## src/rtl/char_stream_cursor_if.sv

```systemverilog
// Handshake and control bundle between a byte producer, the cursor and a backtracking char parser.
// The slave modport is the cursor side; the master modport is the producer/parser side.
interface char_stream_cursor_if #(
  parameter int DEPTH = 16
);
  localparam int LW = $clog2(DEPTH) + 1;

  logic          in_valid;
  logic          in_ready;
  logic [7:0]    in_data;
  logic          in_last;
  logic          out_valid;
  logic          out_ready;
  logic [7:0]    out_data;
  logic          out_eof;
  logic          mark;
  logic          rewind;
  logic          commit;
  logic          mark_valid;
  logic          rewind_err;
  logic [LW-1:0] level;

  modport master (
    output in_valid, in_data, in_last, out_ready, mark, rewind, commit,
    input  in_ready, out_valid, out_data, out_eof, mark_valid, rewind_err, level
  );

  modport slave (
    input  in_valid, in_data, in_last, out_ready, mark, rewind, commit,
    output in_ready, out_valid, out_data, out_eof, mark_valid, rewind_err, level
  );
endinterface

```

## src/rtl/char_stream_cursor.sv

```systemverilog
// Byte buffer with a read cursor that can be checkpointed and rewound; written bytes are visible
// one cycle later, and the producer stalls when bytes from the checkpoint to wr fill the buffer.
module char_stream_cursor #(
  parameter int DEPTH = 16
) (
  input logic                clk,
  input logic                rst_n,
  char_stream_cursor_if.slave bus
);
  localparam int AW = $clog2(DEPTH);
  localparam int PW = AW + 1;
  localparam logic [PW-1:0] FULL = PW'(DEPTH);
  localparam logic [PW-1:0] ONE  = PW'(1);

  logic [7:0]    r_mem [DEPTH];
  logic [PW-1:0] r_wr;
  logic [PW-1:0] r_rd;
  logic [PW-1:0] r_mk;
  logic          r_closed;
  logic          r_mark_valid;
  logic          r_rewind_err;

  logic [PW-1:0] w_base;
  logic [PW-1:0] w_level;
  logic          w_in_ready;
  logic          w_wr_fire;
  logic          w_out_valid;
  logic          w_rd_fire;
  logic          w_rewind_ok;
  logic          w_rewind_bad;

  logic [PW-1:0] w_wr_nxt;
  logic [PW-1:0] w_rd_nxt;
  logic [PW-1:0] w_mk_nxt;
  logic          w_closed_nxt;
  logic          w_mark_valid_nxt;

  // Occupancy is measured from the checkpoint while one is held, so marked bytes are protected.
  assign w_base      = r_mark_valid ? r_mk : r_rd;
  assign w_level     = r_wr - w_base;
  assign w_in_ready  = !r_closed && (w_level < FULL);
  assign w_wr_fire   = bus.in_valid && w_in_ready;
  assign w_out_valid = (r_rd != r_wr);
  assign w_rd_fire   = w_out_valid && bus.out_ready && !bus.rewind;

  assign w_rewind_ok  = bus.rewind && r_mark_valid;
  assign w_rewind_bad = bus.rewind && !r_mark_valid;

  always_comb begin
    w_wr_nxt     = r_wr;
    w_closed_nxt = r_closed;
    if (w_wr_fire) begin
      w_wr_nxt = r_wr + ONE;
      if (bus.in_last) begin
        w_closed_nxt = 1'b1;
      end
    end
  end

  // A successful rewind swallows the same-cycle read, mark and commit.
  always_comb begin
    w_rd_nxt         = r_rd;
    w_mk_nxt         = r_mk;
    w_mark_valid_nxt = r_mark_valid;
    if (w_rewind_ok) begin
      w_rd_nxt         = r_mk;
      w_mark_valid_nxt = 1'b0;
    end else begin
      if (w_rd_fire) begin
        w_rd_nxt = r_rd + ONE;
      end
      if (bus.mark) begin
        w_mk_nxt         = r_rd;
        w_mark_valid_nxt = 1'b1;
      end else if (bus.commit) begin
        w_mark_valid_nxt = 1'b0;
      end
    end
  end

  always_ff @(posedge clk or negedge rst_n) begin
    if (!rst_n) begin
      r_wr         <= '0;
      r_rd         <= '0;
      r_mk         <= '0;
      r_closed     <= 1'b0;
      r_mark_valid <= 1'b0;
      r_rewind_err <= 1'b0;
    end else begin
      r_wr         <= w_wr_nxt;
      r_rd         <= w_rd_nxt;
      r_mk         <= w_mk_nxt;
      r_closed     <= w_closed_nxt;
      r_mark_valid <= w_mark_valid_nxt;
      r_rewind_err <= w_rewind_bad;
    end
  end

  // Storage needs no reset: out_data is only meaningful while out_valid is high.
  always_ff @(posedge clk) begin
    if (w_wr_fire) begin
      r_mem[r_wr[AW-1:0]] <= bus.in_data;
    end
  end

  assign bus.in_ready   = w_in_ready;
  assign bus.out_valid  = w_out_valid;
  assign bus.out_data   = r_mem[r_rd[AW-1:0]];
  assign bus.out_eof    = r_closed && (r_rd == r_wr);
  assign bus.mark_valid = r_mark_valid;
  assign bus.rewind_err = r_rewind_err;
  assign bus.level      = w_level;
endmodule

```

## src/flat_wrapper.sv

```systemverilog
// flat-port wrapper written by rule: the top's interface ports become plain ports
module char_stream_cursor_flat 
#(
  parameter int DEPTH = 16
)
  (clk, rst_n, bus_in_valid, bus_in_data, bus_in_last, bus_out_ready, bus_mark, bus_rewind, bus_commit, bus_in_ready, bus_out_valid, bus_out_data, bus_out_eof, bus_mark_valid, bus_rewind_err, bus_level);
  char_stream_cursor_if #(.DEPTH(DEPTH)) bus_i ();
  input logic clk;
  input logic rst_n;
  input wire logic [$bits(bus_i.in_valid)-1:0] bus_in_valid;
  input wire logic [$bits(bus_i.in_data)-1:0] bus_in_data;
  input wire logic [$bits(bus_i.in_last)-1:0] bus_in_last;
  input wire logic [$bits(bus_i.out_ready)-1:0] bus_out_ready;
  input wire logic [$bits(bus_i.mark)-1:0] bus_mark;
  input wire logic [$bits(bus_i.rewind)-1:0] bus_rewind;
  input wire logic [$bits(bus_i.commit)-1:0] bus_commit;
  output wire logic [$bits(bus_i.in_ready)-1:0] bus_in_ready;
  output wire logic [$bits(bus_i.out_valid)-1:0] bus_out_valid;
  output wire logic [$bits(bus_i.out_data)-1:0] bus_out_data;
  output wire logic [$bits(bus_i.out_eof)-1:0] bus_out_eof;
  output wire logic [$bits(bus_i.mark_valid)-1:0] bus_mark_valid;
  output wire logic [$bits(bus_i.rewind_err)-1:0] bus_rewind_err;
  output wire logic [$bits(bus_i.level)-1:0] bus_level;
  assign bus_i.in_valid = bus_in_valid;
  assign bus_i.in_data = bus_in_data;
  assign bus_i.in_last = bus_in_last;
  assign bus_i.out_ready = bus_out_ready;
  assign bus_i.mark = bus_mark;
  assign bus_i.rewind = bus_rewind;
  assign bus_i.commit = bus_commit;
  assign bus_in_ready = bus_i.in_ready;
  assign bus_out_valid = bus_i.out_valid;
  assign bus_out_data = bus_i.out_data;
  assign bus_out_eof = bus_i.out_eof;
  assign bus_mark_valid = bus_i.mark_valid;
  assign bus_rewind_err = bus_i.rewind_err;
  assign bus_level = bus_i.level;
  char_stream_cursor #(.DEPTH(DEPTH)) u_core (.clk(clk), .rst_n(rst_n), .bus(bus_i));
endmodule
```

## config.mk

```make
export PLATFORM = sky130hd
export DESIGN_NAME = char_stream_cursor_flat
export DESIGN_NICKNAME = d
export VERILOG_FILES = /design/src/rtl/char_stream_cursor_if.sv /design/src/rtl/char_stream_cursor.sv /design/src/flat_wrapper.sv
export SDC_FILE = /design/constraint.sdc
export NUM_CORES = 1
export LEC_CHECK = 0
export ABC_AREA = 1
export BUFFER_PORTS_ARGS = -buffer_cell sky130_fd_sc_hd__clkbuf_2
export CAP_MARGIN = 20
export CORE_MARGIN = 3
export CORE_UTILIZATION = 40
export DETAILED_ROUTE_END_ITERATION = 6
export PLACE_DENSITY = 0.59
export SLEW_MARGIN = 25
export SYNTH_ARGS = -nofsm -noshare
export SYNTH_HDL_FRONTEND = slang
export SYNTH_SLANG_ARGS = --single-unit
```

## constraint.sdc

```tcl
create_clock -name clk -period 2.5 [get_ports clk]
set_input_delay 0.375 -clock clk [delete_from_list [all_inputs] [get_ports clk]]
set_output_delay 0.375 -clock clk [all_outputs]
set_load 0.005 [all_outputs]
```

==> summary.md <==
| Metric | Value |
|---|---|
| Die Ht | `roughly 130 µm` |
| Sink Count | `roughly 150` |
| Final Hold Vio Count | `0` |
| Synth Warn # | `0` |
| # IOs | `34` |
| DRT Wirelength | `approximately 16 mm` |
| Worst setup SP type | `register` |
| Total track usage | `0.191` |
| Via density | `approximately 5.3` |
| Largest area contributor in the netlist | `edfxtp_1` |
| Final setup vio count | `130` |
| Skew final | `roughly 11 ps` |
| Slew headroom | `0.586` |
| Tmin final | `2570 ps` |
| Input/output buffers | `33` |
| Final nets | `about 660` |
| Total CTS buffers | `17` |
| Core box area | `roughly 16,000 µm²` |
| Commonest non-fill, non-tap cell in the layout | `edfxtp_1` |
| Grt total ovfl | `0` |
| Number of global-route vias before repair | `approximately 4,500` |
| Critical Path Slowest Stage Cell | `dfrtp_2` |
| Crit-path cells | `nand2_1 > o21ai_1 > ha_2 > fa_2 > nor2_4 > nor2_4 > inv_2 > nand2_2 > nand2_4 > inv_2 > nor2_1 > buf_2` |
| Clock slew at reported path FFs | `60 ps` |
| Highest clock rate | `a little under 400 MHz` |
| Die ar. | `17,800 µm²` |
| Syn Nets | `618` |
| Simple-gate share of the synthesized area | `0.162` |
| Synth top area share | `0.591` |
| LEAKAGE | `between 2 and 3 nW` |
| Cells after Synth | `between 500 and 600` |
| # diodes | `0` |
| Syn_area_per_cell | `approximately 11 µm²` |
| Clk root buf | `clkbuf_16` |
| Crit-path max cell delay | `450 ps` |
| Post-Layout Cell Count | `859` |
| Clock Tree Buf Depth | `2` |
| CTS tree | `built` |
| Failing checks | `design-rule violations, negative setup slack` |
| Die width | `roughly 130 µm` |
| # Max-Cap Violations | `0` |
| First-pass GRT wire length | `roughly 25 mm` |
| Initial drt markers | `around 440` |
| PD cells | `between 1000 and 1500 nW/µm²` |
| Synthesized flop and latch total | `146` |
| Final setup margin | `-71.9 ps` |
| RSZ-0062 raised after global routing | `yes` |
| H-tree depth | `4` |
| Area growth from synthesis to layout | `17.9%` |
| Cell variety after synth | `29` |
| Worst vdd ir | `1.04 mV` |
| Critical path class | `register to primary output` |
| Worst path bufs/invs | `3` |
| Layout cell share with drive strength beyond 1 | `0.190` |
| WP data required | `2120 ps` |
| Final Slew Violations | `0` |
| Maximum fanout along the worst path | `6` |
| Commonest cells after routing, fill and taps aside | `128 x edfxtp_1, 105 x nand2_1, 93 x nor2_1, 68 x o21ai_0, 30 x clkbuf_2` |
| Tightest Hold Check Type | `primary input to register` |
| Cells after DPL | `between 800 and 900` |
| Post-synthesis sequential area ratio | `0.660` |
| Status | `complete, but fails checks` |
| Compound-Gate Fraction of Synth Area | `0.0975` |
| Part of the cycle the worst path needs | `1.03` |
| Top delay family on crit path | `adder cells` |
| # fillers | `between 1,000 and 1,500` |
| Largest net degree at the start of global routing | `69` |
| Antenna viol nets, final | `0` |
| First-pass DRT Iterations | `7` |
| Synth Area in XOR/XNOR | `0.00808` |
| Top post-synthesis cells by area | `edfxtp_1 59%, dfrtp_1 6.9%, nand2_1 6.1%` |
| Post-DP HPWL | `about 10 mm` |
| Vias | `approximately 4,500` |
| Worst-Skew Late Latency | `approximately 430 ps` |
| Main combinational cell family by area after synthesis | `simple AND/OR/NAND/NOR gates` |
| Initial core utilization | `0.419` |
| Final Power | `around 8.0 mW` |
| Critical Path AT | `~2200 ps` |
| Worst-margin pin slew | `619 ps` |
| Element type at the critical path end | `primary output` |
| RD Place Congestion | `around 0.9` |
| Mapped cell area | `6500 µm²` |
| FP Rows | `between 40 and 50` |
| Final core occ | `0.493` |
| Drt wl/cell | `between 15 and 20 µm` |
| Post-synthesis mux area share | `0.00173` |
| Initial antenna violation count | `1` |
| Adder-cell share of the synthesized area | `0.0204` |
| DR DRC count | `1` |
## final timing paths
kind                                        from                     to  depth (start not counted)  slack [ps]
max                        u_core.bus.mark_valid           bus_in_ready                         12         -70
min                                   bus_commit  u_core.bus.mark_valid                          2         130
max reg2reg                u_core.bus.mark_valid     u_core.r_mem[7][5]                         13         -40
min reg2reg                       u_core.r_mk[3]         u_core.r_mk[3]                          2         490
max in group asynchronous                  rst_n  u_core.bus.mark_valid                          2        1710
min in group asynchronous                  rst_n         u_core.r_rd[1]                          2         440
## worst register-to-register path, delay by kind of cell (launching register included)
kind	cells	cell delay (ps)
AO/OA/AOI/OAI	1	70
adder cells (fa/ha/maj)	2	580
buffers and inverters	3	380
flip-flops	1	450
AND/OR/NAND/NOR	7	720
## sequential cells by signal (all words and copies together) (netlist names)
name,cells
u_core.bus.mark_valid,1
u_core.r_mem,128
u_core.r_rd,5
u_core.r_closed,1
u_core.bus.rewind_err,1
u_core.r_wr,5
u_core.r_mk,5
## logic make-up after synthesis
| group | count (synthesis) |
|---|---|
| mux | 1 |
| fa+ha+maj | 10 |
| flops | 146 |
| xor+xnor | 6 |
| simple gates | 249 |
| buf+inv | 66 |
| compound gates | 114 |
## report_power, final
group	internal, mW	total (mW)	switching [mW]
Sequential	2.72	2.80	0.0714
Combinational	0.973	2.73	1.75
Clock	1.47	2.43	0.968
Total	5.16	7.96	2.79
## synthesized netlist by cell type
master    number
buf_6          6
inv_1         30
a21oi_1        1
ha_1           9
xor2_1         4
o22ai_1       17
edfxtp_1     128
nand2_2        3
nand3_2        2
clkinv_1       2
nand3_1       19
inv_2          3
nor2_2        16
o21ai_1        6
nand2_4        1
buf_2         10
o211ai_1      16
buf_4          5
xnor2_1        2
fa_1           1
dfrtp_1       18
clkbuf_1      10
nand2_1      106
nand4_1        6
nand3_4        1
nor2_1        95
o21ai_0       73
mux2_2         1
o31ai_1        1
## cell type report
cell class              count  area (µm²)  area share
clock inverters            13         134      0.0175
well taps                 211         264      0.0344
multi-input cells         380        2010       0.263
clock buffers              19         433      0.0565
repair buffers             55         394      0.0514
flip-flops and latches    146        4300       0.560
inverters                  35         134      0.0175
## timing repair
action	CTS	global route
gates resized for setup	15	20
setup endpoints to repair	10	140
hold endpoints to repair	18	0
hold buffers	1	0
pin swaps	10	15
setup buffers	5	4
## layer usage
layer | wire length (µm) | track usage | part of all wire
met1 | 6950 | 0.238 | 0.42
met2 | 8350 | 0.321 | 0.51
met3 | 748 | 0.0491 | 0.046
met4 | 378 | 0.0709 | 0.023
met5 | 13 | 0 | 0.00079
## per-stage QoR
stage	TNS [ps]	instance area, µm²	hold slack (ps)	setup slack, ps
global placement	0	6930	354	164
floorplan	0	6600	79.4	17.4
CTS	-224	7580	117	-88.5
global route	-17720	7670	122	-191
detailed placement	0	6930	360	60.5
finish	-2620	7670	131	-71.9
Note: power is estimated with default switching activity, not from simulation.
